$ cat config.mk
export PLATFORM = sky130hd
export DESIGN_NAME = elevator_scan_ctrl
export DESIGN_NICKNAME = d
export VERILOG_FILES = /design/src/rtl/elevator_pkg.sv /design/src/rtl/elevator_scan_ctrl_timer.sv /design/src/rtl/elevator_scan_ctrl.sv
export SDC_FILE = /design/constraint.sdc
export NUM_CORES = 1
export LEC_CHECK = 0
export BUFFER_PORTS_ARGS = -buffer_cell sky130_fd_sc_hd__buf_2
export CELL_PAD_IN_SITES_DETAIL_PLACEMENT = 2
export CELL_PAD_IN_SITES_GLOBAL_PLACEMENT = 2
export CORE_MARGIN = 1.5
export CORE_UTILIZATION = 35
export CTS_BUF_LIST = sky130_fd_sc_hd__clkbuf_2
export CTS_CLUSTER_SIZE = 20
export DETAILED_ROUTE_END_ITERATION = 12
export PLACE_DENSITY_LB_ADDON = 0.1
export SLEW_MARGIN = 20
export SYNTH_ARGS = -nofsm -noshare
export SYNTH_HDL_FRONTEND = slang
export SYNTH_SLANG_ARGS = --single-unit
$ cat constraint.sdc
create_clock -name clk -period 4 [get_ports clk]
set_clock_uncertainty 0.2 [all_clocks]
set_input_delay 0.8 -clock clk [delete_from_list [all_inputs] [get_ports clk]]
set_output_delay 0.8 -clock clk [all_outputs]
set_load 0.02 [all_outputs]
$ cat src/rtl/elevator_pkg.sv
// rtl/elevator_pkg.sv - shared types and request-scan helpers for elevator controllers
package elevator_pkg;

    localparam int MAX_FLOORS = 64;

    typedef enum logic [1:0] {IDLE, MOVE, DOOR} elev_state_t;
    typedef enum logic {UP, DN} elev_dir_t;

    function automatic logic any_above(input logic [MAX_FLOORS-1:0] mask, input int idx);
        logic hit;
        hit = 1'b0;
        for (int i = 0; i < MAX_FLOORS; i++)
            if (i > idx && mask[i]) hit = 1'b1;
        return hit;
    endfunction

    function automatic logic any_below(input logic [MAX_FLOORS-1:0] mask, input int idx);
        logic hit;
        hit = 1'b0;
        for (int i = 0; i < MAX_FLOORS; i++)
            if (i < idx && mask[i]) hit = 1'b1;
        return hit;
    endfunction

endpackage

$ cat src/rtl/elevator_scan_ctrl_timer.sv
// rtl/elevator_scan_ctrl_timer.sv - loadable down-counter with zero flag
module elev_timer #(
    parameter int TW = 4
) (
    input  logic          clk,
    input  logic          rst_n,
    input  logic          load,
    input  logic [TW-1:0] load_val,
    output logic          zero
);

    logic [TW-1:0] count;

    always_ff @(posedge clk or negedge rst_n) begin
        if (!rst_n)
            count <= '0;
        else if (load)
            count <= load_val;
        else if (count != '0)
            count <= count - 1'b1;
    end

    assign zero = (count == '0);

endmodule

$ cat src/rtl/elevator_scan_ctrl.sv
// rtl/elevator_scan_ctrl.sv - single-car SCAN-order elevator controller
module elevator_scan_ctrl
    import elevator_pkg::*;
#(
    parameter int NUM_FLOORS  = 4,
    parameter int MOVE_CYCLES = 8,
    parameter int DOOR_CYCLES = 16
) (
    input  logic                                   clk,
    input  logic                                   rst_n,
    input  logic [NUM_FLOORS-1:0]                  req,
    output logic [$clog2(NUM_FLOORS)-1:0]          floor,
    output logic                                   moving_up,
    output logic                                   moving_dn,
    output logic                                   door_open,
    output logic                                   idle,
    output logic [NUM_FLOORS-1:0]                  pending
);

    localparam int FW   = $clog2(NUM_FLOORS);
    localparam int TMAX = (MOVE_CYCLES > DOOR_CYCLES) ? MOVE_CYCLES : DOOR_CYCLES;
    localparam int TW   = (TMAX > 1) ? $clog2(TMAX) : 1;
    localparam logic [TW-1:0] MOVE_LOAD = TW'(MOVE_CYCLES - 1);
    localparam logic [TW-1:0] DOOR_LOAD = TW'(DOOR_CYCLES - 1);

    elev_state_t state, nxt_state;
    elev_dir_t   dir, nxt_dir;
    logic [FW-1:0]           nxt_floor, nfloor;
    logic [NUM_FLOORS-1:0]   clr, door_mask;
    logic [MAX_FLOORS-1:0]   pend_ext;
    logic                    above, below, here, ahead_next;
    logic                    tmr_load, tmr_zero;
    logic [TW-1:0]           tmr_val;

    elev_timer #(.TW(TW)) u_timer (
        .clk      (clk),
        .rst_n    (rst_n),
        .load     (tmr_load),
        .load_val (tmr_val),
        .zero     (tmr_zero)
    );

    assign pend_ext   = MAX_FLOORS'(pending);
    assign above      = any_above(pend_ext, int'(floor));
    assign below      = any_below(pend_ext, int'(floor));
    assign here       = pending[floor];
    assign nfloor     = (dir == UP) ? floor + 1'b1 : floor - 1'b1;
    assign ahead_next = (dir == UP) ? any_above(pend_ext, int'(nfloor))
                                    : any_below(pend_ext, int'(nfloor));

    always_comb begin
        nxt_state = state;
        nxt_dir   = dir;
        nxt_floor = floor;
        tmr_load  = 1'b0;
        tmr_val   = '0;
        clr       = '0;
        door_mask = '0;
        case (state)
            IDLE: begin
                if (here) begin
                    nxt_state  = DOOR;
                    tmr_load   = 1'b1;
                    tmr_val    = DOOR_LOAD;
                    clr[floor] = 1'b1;
                end else if ((dir == UP && above) || (dir == DN && below)) begin
                    nxt_state = MOVE;
                    tmr_load  = 1'b1;
                    tmr_val   = MOVE_LOAD;
                end else if (above || below) begin
                    nxt_state = MOVE;
                    nxt_dir   = (dir == UP) ? DN : UP;
                    tmr_load  = 1'b1;
                    tmr_val   = MOVE_LOAD;
                end
            end
            MOVE: begin
                // Arrival decision is made against the floor being entered.
                if (tmr_zero) begin
                    nxt_floor = nfloor;
                    if (pending[nfloor]) begin
                        nxt_state   = DOOR;
                        tmr_load    = 1'b1;
                        tmr_val     = DOOR_LOAD;
                        clr[nfloor] = 1'b1;
                    end else if (ahead_next) begin
                        tmr_load = 1'b1;
                        tmr_val  = MOVE_LOAD;
                    end else begin
                        nxt_state = IDLE;
                    end
                end
            end
            DOOR: begin
                // Button for the open floor extends the dwell instead of queueing.
                door_mask[floor] = 1'b1;
                if (req[floor]) begin
                    tmr_load = 1'b1;
                    tmr_val  = DOOR_LOAD;
                end else if (tmr_zero) begin
                    nxt_state = IDLE;
                end
            end
            default: nxt_state = IDLE;
        endcase
    end

    always_ff @(posedge clk or negedge rst_n) begin
        if (!rst_n) begin
            state     <= IDLE;
            dir       <= UP;
            floor     <= '0;
            pending   <= '0;
            moving_up <= 1'b0;
            moving_dn <= 1'b0;
            door_open <= 1'b0;
            idle      <= 1'b1;
        end else begin
            state     <= nxt_state;
            dir       <= nxt_dir;
            floor     <= nxt_floor;
            pending   <= (pending | (req & ~door_mask)) & ~clr;
            moving_up <= (nxt_state == MOVE) && (nxt_dir == UP);
            moving_dn <= (nxt_state == MOVE) && (nxt_dir == DN);
            door_open <= (nxt_state == DOOR);
            idle      <= (nxt_state == IDLE);
        end
    end

    a_one_status: assert property (@(posedge clk) disable iff (!rst_n)
        $onehot({moving_up, moving_dn, door_open, idle}));

    a_floor_range: assert property (@(posedge clk) disable iff (!rst_n)
        (state == MOVE && tmr_zero) |->
            ((dir == UP) ? (floor != FW'(NUM_FLOORS - 1)) : (floor != '0)));

endmodule

# Yosys cells after proc, flatten, opt, wreduce, memory -nomap -nowiden
# Cells that the tools add are included.
[word_totals] elab_cells=126 ff_bits=17 out_inout_bits=10 input_bits=6
[op_classes] n_addsub=3 n_bitwise=7 order_cmp=16 muxes=61 n_eq_ne=4 reduce_logical=26
[op_table] operator="2-to-1 mux 4 bit" count=10
[op_table] operator="2-to-1 mux 1 bit" count=30
[op_table] operator="logical AND 1 bit" count=18
[op_table] operator="2-to-1 mux 2 bit" count=9
[op_table] operator="case mux 4 bit (3 select lines)" count=1
[op_table] operator="2-to-1 mux 3 bit" count=3
[op_table] operator="AND 4 bit" count=2
[op_table] operator="> comparator 2 bit, first input constant" count=4
[op_table] operator="less-than comparator 1 x 2 -> 1 bit, first input constant" count=4
[op_table] operator="inverter 4 bit" count=2
[op_table] operator="case mux 4 bit (2 select lines)" count=1
[op_table] operator="binary-select mux 1 bit (select 2 bit)" count=3
[op_table] operator="less-than comparator 2 x 3 -> 1 bit, second input constant" count=2
[op_table] operator="case mux 2 bit (3 select lines)" count=1
[op_table] operator="demux 1 bit (select 2 bit)" count=2
[op_table] operator="equality test 2 x 1 -> 1 bit, second input constant" count=2
[op_table] operator="equality test 2 bit, second input constant" count=2
[op_table] operator=">= comparator 2 x 1 -> 1 bit, second input constant" count=2
[op_table] operator="> comparator 1 x 2 -> 1 bit, first input constant" count=2
[op_table] operator="zero test 2 bit" count=2
[op_table] operator="zero test 4 bit" count=1
[op_table] operator="less-than comparator 2 bit, first input constant" count=2
[op_table] operator="bitwise OR 4 bit" count=1
[op_table] operator="nonzero test 4 bit" count=1
[op_table] operator="other kinds (8)" count=10

# Depth between registers and ports, before layout
# Gate-level depths: netlist of the first run.
[logic_depth] word_depth=14 ltp_mapped=8 ltp_nobuf=7

# Hierarchy
# Synthesis of the first run repeated with hierarchy kept, for this count alone.
[unflattened] cells_unflattened=109 hier_area_um2=1103.6
[modules_own_cells] module="elevator_scan_ctrl" seq_area_each_um2=326.6 cells_each=87 area_each_um2=869.6 instances=1
[modules_own_cells] module="elev_timer" seq_area_each_um2=100.1 cells_each=22 area_each_um2=234.0 instances=1

# Worst setup path after synthesis of the first run
# Ideal clock, no wire load.
[synth_timing] path_kind="reg2reg" start="reg floor[0]" end="reg u_timer.count[1]" arrival_ns=2.350 synth_period_minus_slack_ns=2.689 setup_ns=0.140 path_stages_with_launch=9 path_buffers=1 required_ns=3.660 slack_ns=1.311 path_cell_list="dfrtp_1 > buf_6 > inv_1 > ha_1 > xnor2_1 > mux2i_1 > o22ai_1 > a221oi_2 > o211ai_1"
[synth_between] elab_chain_len=13 elab_cells_between_ends=68 cone_classes="add/sub: 2; order compare: 12; mux: 37; reduce/logical: 17"
[synth_lines] element="start: declaration" line_no="elevator_scan_ctrl.sv:12" text="output logic [$clog2(NUM_FLOORS)-1:0] floor,"
[synth_lines] element="start signal: assignment" line_no="elevator_scan_ctrl.sv:121" text="floor <= nxt_floor;"
[synth_lines] element="adder 2 x 1 -> 2 bit / subtractor 2 x 1 -> 2 bit (equally long branches)" line_no="elevator_scan_ctrl.sv:47" text="assign nfloor = (dir == UP) ? floor + 1'b1 : floor - 1'b1;"
[synth_lines] element="2-to-1 mux 2 bit" line_no="elevator_scan_ctrl.sv:47"
[synth_lines] element="> comparator 1 x 2 -> 1 bit / less-than comparator 1 x 2 -> 1 bit (equally long branches)" line_no="elevator_pkg.sv:13, elevator_pkg.sv:21"
[synth_lines] element="logical AND 1 bit (on tied branches)" line_no="elevator_pkg.sv:13, elevator_pkg.sv:21"
[synth_lines] element="2-to-1 mux 1 bit (on tied branches) (3 in series)" line_no="elevator_pkg.sv:13, elevator_pkg.sv:21"
[synth_lines] element="2-to-1 mux 1 bit" line_no="elevator_scan_ctrl.sv:48" text="assign ahead_next = (dir == UP) ? any_above(pend_ext, int'(nfloor))"
[synth_lines] element="2-to-1 mux 3 bit / 2-to-1 mux 1 bit (equally long branches)" line_no="elevator_scan_ctrl.sv:86" text="end else if (ahead_next) begin"
[synth_lines] element="2-to-1 mux 4 bit / 2-to-1 mux 1 bit (equally long branches)" line_no="elevator_scan_ctrl.sv:81" text="if (pending[nfloor]) begin"
[synth_lines] element="2-to-1 mux 4 bit / 2-to-1 mux 1 bit (equally long branches)" line_no="elevator_scan_ctrl.sv:79" text="if (tmr_zero) begin"
[synth_lines] element="case mux 4 bit (3 select lines) / case mux 1 bit (3 select lines) (equally long branches)" line_no="elevator_scan_ctrl.sv:59" text="case (state)"
[synth_lines] element="2-to-1 mux 4 bit / nonzero test 2 bit (equally long branches)"
[synth_lines] element="end signal: assignment" line_no="elevator_scan_ctrl_timer.sv:18" text="count <= load_val;"
[synth_lines] element="end signal: assignment" line_no="elevator_scan_ctrl_timer.sv:20" text="count <= count - 1'b1;"
[synth_lines] element="end: declaration" line_no="elevator_scan_ctrl_timer.sv:12" text="logic [TW-1:0] count;"
# Parallel ways exist; a longest one is shown, timed or not. The select of a mux whose other input is x is not followed.
# A chain may end at the register's enable or synchronous reset.

# Worst setup path in the final report of the first run
# Same ends and word-level chain as after synthesis.

==> metrics.cfg, run 1 <==
[critical_path]
reg2regPathDepth=7
timing.rr.end=u_timer.count[1]$_DFFE_PN0P_
rr_startpoint=floor[0]$_DFFE_PN0P_
cp_slowest_cell=dfrtp_1
rrSetupSlack_ns=0.76
crit_path_end_kind=flop
critPathMaxFanout=12
path_class=reg2reg
path_cells=inv_1, ha_1, xnor2_1, mux2i_1, o22ai_1, a221oi_2, o211ai_1
startpoint_type=flop
crit_arrival_ns=3.22
required_ns=3.98
critical-path-max-stage-delay_ns=0.64

[global_route]
grt_pass1_wl_um=5220
use_met2_pct=37.1
antenna_found_initial=0
overflow=0
grt_usage_pct=20.4
grt_pass1_vias=1017
grt_busiest_layer=met2
globalRouteMet1Util_pct=24.5
grt_max_degree=18
met3_usage_pct=2.62

[floorplan]
die_height_um=59.0
rows=20
die_w_um=59.0
initial_core_util_pct=36.3
ios=16
die_area_mm2=0.00348
design.core.area_mm2=0.00303

[sta]
worst_slack_ns=0.758
rsz0062_at_grt=no
finalCriticalPeriod_ns=3.24
whs_ns=0.194
fin_tns_setup_ns=0
setup_viol=0
final_hold_viol_count=0
slew-limit-headroom_pct=61.0
drv_slew=0
tightestPinTransition_ns=0.585
clock.fmax_mhz=308
fin_crit_sh_pct=81.1

[drt]
first_pass_iters=4
viasPerCell=5.65
drc=0
drtIter0Drc=27
final_antenna_net_count=0
wl_per_cell_um=18.2
routed_wirelength_um=3000
num_vias=933

[finish]
area_growth_pct=11.6
post-route-cell-area_mm2=0.00123
nNetsFinal=135
fin_cells=165
fin_util_pct=40.5
drive_above_1_share_pct=26.4
antenna_cells=0

[synthesis]
yosysTopAreaCell=dfrtp_1
synth.area.top_cells=dfrtp_1 (36%), ha_1 (8.0%), a21oi_1 (3.6%)
synthCells=106
syn-num-nets=119
async_flop_share_pct=100
syn_area_mm2=0.00110
synth_top_cell_area_share_pct=36.4
ys_warn_count=0
synthTopCellsByCount=dfrtp_1 (16), nand2_1 (9), a21oi_1 (8), ha_1 (7), inv_1 (6)
ys_seq_area_share_pct=38.8
yosysMostFrequentCell=dfrtp_1
avgSynthCellArea_um2=10.4
synthFlopType=dfrtp_1
yosysUniqueCellTypes=41
ys_ff_latch=17
synth_edf_count=0

[power_and_ir_drop]
power.total_mw=0.519
ir_worst_vdd_v=0.000139
pwr_density_cell_mw_per_mm2=424
leakagePower_nw=0.507

[clocking]
clock_path_buffers=2
cts_tree=done
path_clk_slew_ns=0.16
cts_made_buffers=3
htreeDepth=1
cts_resized=0
cts_root_buffer=clkbuf_2
postCtsSetupBuffers=0
postCtsHoldBufs=0
cts.sinks=17
clkLatencyLatePin_ns=0.30

[min_path]
min_path_type=in2async

[outcome]
outcome=completed

[placed_design]
pre_cts_ws_ns=0.748
gp_congestion=0.856
portBuffers=15
dp_hpwl_um=2350
placed_cell_area_mm2=0.00121
place_inst=161

[run]
maxCapViolations=0

[flip-flops by register name (all words and copies together) (netlist names)]
register / cells
dir: 1
door_open: 1
floor: 2
idle: 1
moving_dn: 1
moving_up: 1
pending: 4
state: 2
u_timer.count: 4
[area by class of cell]
type                       instances  area (um2)
fill                             352        1800
timing repair buffer              15        75.1
sequential                        17         427
multi-input combinational         79         627
clock buffer                       4        20.0
inverter                           6        22.5
tap                               44        55.1
[routing by layer]
layer  vias up  wire length [um]
li1        427                 -
met3         5                85
met4         0                39
met5         -                 0
met1       484              1260
met2        17              1610
[power by group]
| part | internal, mW | total [mW] | switching [mW] | leakage (nW) |
|---|---|---|---|---|
| Sequential | 0.209 | 0.252 | 0.0430 | 0.189 |
| Clock | 0.0265 | 0.0813 | 0.0548 | 0.0166 |
| Combinational | 0.0812 | 0.186 | 0.105 | 0.302 |
[logic make-up after synthesis]
kind of cell / Yosys count / synth area share, %
compound gates: 32 / 22.2
simple gates: 31 / 16.2
flops: 17 / 38.8
buf+inv: 10 / 4.10
fa+ha+maj: 7 / 7.97
mux: 6 / 8.31
xor+xnor: 3 / 2.39
[how the worst max path moves through the flow]
stage	cells after the start	end	from	slack, ns
floorplan	8	u_timer.count[1]$_DFFE_PN0P_	floor[0]$_DFFE_PN0P_	1.31
global placement	7	u_timer.count[1]$_DFFE_PN0P_	floor[0]$_DFFE_PN0P_	1.00
detailed placement	7	u_timer.count[1]$_DFFE_PN0P_	floor[0]$_DFFE_PN0P_	0.75
CTS	7	u_timer.count[1]$_DFFE_PN0P_	floor[0]$_DFFE_PN0P_	0.73
global route	7	u_timer.count[1]$_DFFE_PN0P_	floor[0]$_DFFE_PN0P_	0.50
finish	7	u_timer.count[1]$_DFFE_PN0P_	floor[0]$_DFFE_PN0P_	0.76
[critical path: cells and delay by family, from the launching register on]
family,cells,cell delay [ns]
flops,1,0.64
compound gates,3,0.63
xor+xnor,1,0.50
mux,1,0.50
fa+ha+maj,1,0.41
buf+inv,1,0.24
[cells in the final DEF (no fill, tap or decap), types with 2 or more instances in the layout]
| cell | instances |
|---|---|
| mux2i_1 | 2 |
| nor4b_1 | 2 |
| a211oi_1 | 3 |
| o21ba_2 | 2 |
| clkbuf_2 | 4 |
| nor2_1 | 3 |
| a222oi_1 | 2 |
| dfrtp_1 | 16 |
| xnor2_1 | 3 |
| nor2b_1 | 4 |
| nand2_1 | 9 |
| nor3_1 | 3 |
| ha_1 | 7 |
| nand3b_1 | 2 |
| a21oi_1 | 8 |
| buf_2 | 15 |
| mux2_2 | 2 |
| o21ai_0 | 3 |
| o22ai_1 | 4 |
| inv_1 | 6 |
(Power assumes the default switching activity.)
==> run 2, diff against run 1 <==
--- a/config.mk
+++ b/config.mk
@@ -5,11 +5,12 @@
 export SDC_FILE = /design/constraint.sdc
 export NUM_CORES = 1
 export LEC_CHECK = 0
+export ABC_AREA = 1
 export BUFFER_PORTS_ARGS = -buffer_cell sky130_fd_sc_hd__buf_2
 export CELL_PAD_IN_SITES_DETAIL_PLACEMENT = 2
 export CELL_PAD_IN_SITES_GLOBAL_PLACEMENT = 2
 export CORE_MARGIN = 1.5
-export CORE_UTILIZATION = 35
+export CORE_UTILIZATION = 34
 export CTS_BUF_LIST = sky130_fd_sc_hd__clkbuf_2
 export CTS_CLUSTER_SIZE = 20
 export DETAILED_ROUTE_END_ITERATION = 12
==> constraint.sdc (replaced) <==
create_clock -name clk -period 3.3 [get_ports clk]
set_clock_uncertainty 0.2 [all_clocks]
set_input_delay 0.66 -clock clk [delete_from_list [all_inputs] [get_ports clk]]
set_output_delay 0.66 -clock clk [all_outputs]
set_load 0.02 [all_outputs]
==> run 2 against run 1 <==
Against the previous run: first-iteration DRC count is 110% higher; sequential cell count stayed put; combinational power up 120%; worst setup slack better by 0.15 ns; cell area up 11%; critical path type unchanged.
==> metrics.cfg, run 2 <==
[drt]
routed_wirelength_um=3400  ; +14%
first_pass_iters=3  ; -1
wl_per_cell_um=15.1  ; -17%
viasPerCell=4.96  ; -12%
num_vias=1116  ; +20%
drtIter0Drc=57  ; +110%
drc=0  ; unchanged
final_antenna_net_count=0  ; unchanged

[synthesis]
syn_area_mm2=0.00121  ; +11%
ys_warn_count=0  ; unchanged
async_flop_share_pct=100  ; unchanged
yosysMostFrequentCell=nand2_1
synthCells=161  ; +52%
synth_top_cell_area_share_pct=33.0  ; -3.5 points
synth_edf_count=0  ; unchanged
synthFlopType=dfrtp_1
ys_seq_area_share_pct=35.1  ; -3.7 points
syn-num-nets=174  ; +46%
synth.area.top_cells=dfrtp_1 (33%), nand2_1 (13%), ha_1 (7.2%)
synth_fa_ha_area_share_pct=7.21  ; -0.76 points
muxShareOfSynthArea_pct=0  ; -8.3 points
synthSimpleGateAreaFrac_pct=36.4  ; +20 points
synthTopCellsByCount=nand2_1 (43), inv_1 (18), dfrtp_1 (16), nand3_1 (10), nand2_2 (9)
ys_ff_latch=17  ; unchanged
avgSynthCellArea_um2=7.55  ; -27%
yosysTopAreaCell=dfrtp_1
synth_top_family_by_area=simple AND/OR/NAND/NOR gates
synth-xor-area-share_pct=2.16  ; -0.23 points
yosysUniqueCellTypes=26  ; -37%
synth-compound-area-share_pct=9.58  ; -13 points

[sta]
drv_slew=0  ; unchanged
final_hold_viol_count=0  ; unchanged
fin_crit_sh_pct=72.6  ; -8.5 points
fin_tns_setup_ns=0  ; unchanged
rsz0062_at_grt=no
finalCriticalPeriod_ns=2.40  ; -0.847 ns
tightestPinTransition_ns=0.580  ; -0.00423 ns
clock.fmax_mhz=418  ; +35%
worst_slack_ns=0.905  ; +0.147 ns
slew-limit-headroom_pct=61.3  ; +0.28 points
setup_viol=0  ; unchanged

[global_route]
grt_usage_pct=19.5  ; -0.85 points
overflow=0  ; unchanged
grt_pass1_wl_um=6090  ; +17%
grt_max_degree=18  ; unchanged
grt_pass1_vias=1238  ; +22%
antenna_found_initial=0  ; unchanged

[power_and_ir_drop]
swShare_pct=47.9  ; +8.8 points
clkPwrFrac_pct=12.6  ; -3.1 points
switchingPower_mw=0.400  ; +97%
seqPwrFrac_pct=38.6  ; -9.8 points
p_int_mw=0.435  ; +38%
pwr_density_cell_mw_per_mm2=616  ; +45%
share_comb_of_total_power_pct=48.8  ; +13 points
ir_worst_vdd_v=0.000190  ; +37%
leakagePower_nw=0.705  ; +39%
power.total_mw=0.836  ; +61%

[finish]
antenna_cells=0  ; unchanged
drive_above_1_share_pct=27.9  ; +1.5 points
fillers=411  ; +17%
area_growth_pct=11.6  ; about the same
nNetsFinal=193  ; +43%
most-common-layout-cells=nand2_1 (43), inv_1 (18), dfrtp_1 (16)
reg.largest.list=pending x4, u_timer.count x4
final_common_cell=nand2_1

[placed_design]
dp_hpwl_um=2740  ; +16%
pre_cts_ws_ns=0.936  ; +0.188 ns
gp_congestion=0.864  ; +1.0%
portBuffers=15  ; unchanged

[clocking]
clock_path_buffers=2  ; unchanged
path_clk_slew_ns=0.19  ; +0.03 ns
cts_made_buffers=3  ; unchanged
postCtsSetupBuffers=0  ; unchanged
cts_resized=0  ; unchanged
clkLatencyLatePin_ns=0.32  ; +0.02 ns
cts_tree=done
cts_root_buffer=clkbuf_2
postCtsHoldBufs=0  ; unchanged
cts.sinks=17  ; unchanged
htreeDepth=1  ; unchanged

[floorplan]
initial_core_util_pct=35.8  ; -0.44 points
ios=16  ; unchanged
die_w_um=62.8  ; +6.4%
rows=21  ; +5.0%
design.core.area_mm2=0.00339  ; +12%
die_area_mm2=0.00394  ; +13%
die_height_um=62.8  ; +6.4%

[critical_path]
path_class=reg2reg
critPathMaxFanout=14  ; +2
crit_arrival_ns=2.39  ; -0.83 ns
startpoint_type=flop
required_ns=3.29  ; -0.69 ns
crit_path_end_kind=flop

[run]
maxCapViolations=0  ; unchanged

[outcome]
outcome=completed

[min_path]
min_path_type=in2async

[run 2: kinds of logic after synthesis]
kind of cell | count (synthesis)
adder cells (fa/ha/maj) | 7
AND/OR/NAND/NOR | 88
AO/OA/AOI/OAI | 19
buffers and inverters | 27
XOR/XNOR | 3
flip-flops | 17
[run 2: path summary, 6_finish.rpt]
| path | start | endpoint | slack (ns) | cells after the start |
|---|---|---|---|---|
| max reg2reg | floor[0]$_DFFE_PN0P_ | u_timer.count[0]$_DFFE_PN0P_ | 0.90 | 10 |
| max | floor[0]$_DFFE_PN0P_ | u_timer.count[0]$_DFFE_PN0P_ | 0.90 | 10 |
| min in group clk | req[3] | pending[3]$_DFF_PN0_ | 0.40 | 3 |
| min reg2reg | u_timer.count[1]$_DFFE_PN0P_ | u_timer.count[1]$_DFFE_PN0P_ | 0.43 | 2 |
| min | rst_n | floor[1]$_DFFE_PN0P_ | 0.03 | 1 |
| max in group asynchronous | rst_n | idle$_DFF_PN1_ | 2.52 | 1 |
[run 2: final cells by class]
type                       count  area (um2)  share of cell area [%]
inverter                      26         105                    7.75
sequential                    17         427                    31.5
timing repair buffer          15        75.1                    5.54
multi-input combinational    117         672                    49.5
tap                           46        57.6                    4.24
clock buffer                   4        20.0                    1.48
[run 2: worst max-delay path, stage by stage (launching register included)]
cell     delay, ns
dfrtp_1       0.75
inv_8         0.11
ha_1          0.35
inv_1         0.10
nand2_1       0.09
nand2_2       0.15
nand2_2       0.09
nand3_4       0.13
inv_2         0.04
nor2_2        0.15
nand4_1       0.11
[run 2: stage by stage]
step	hold slack, ns	util, %	std cells	instance area [um2]
final	0.0286	40.0	225	1360
after global routing	0.0375	40.0	225	1360
after CTS	0.0447	40.0	225	1360
after detailed placement	0.401	39.4	221	1340
after global placement	0.372	39.4	221	1340
after floorplan	0.164	-	161	1210
[run 2: per-layer routing]
metal | wire length, um | up-vias | track usage [%] | share of wire [%]
met1 | 1700 | 551 | 27.2 | 50
met5 | 0 | - | 0 | 0
met4 | 30 | 0 | 4.17 | 0.88
met3 | 72 | 5 | 2.70 | 2.1
li1 | - | 549 | - | -
met2 | 1590 | 11 | 32.3 | 47
[run 2: power groups by stage]
stage               Combinational (mW)  Clock, mW  Sequential [mW]
detailed placement               0.412          0            0.329
floorplan                        0.274          0            0.346
global placement                 0.394          0            0.324
finish                           0.408      0.105            0.323
global route                     0.463      0.120            0.334
CTS                              0.414      0.109            0.325
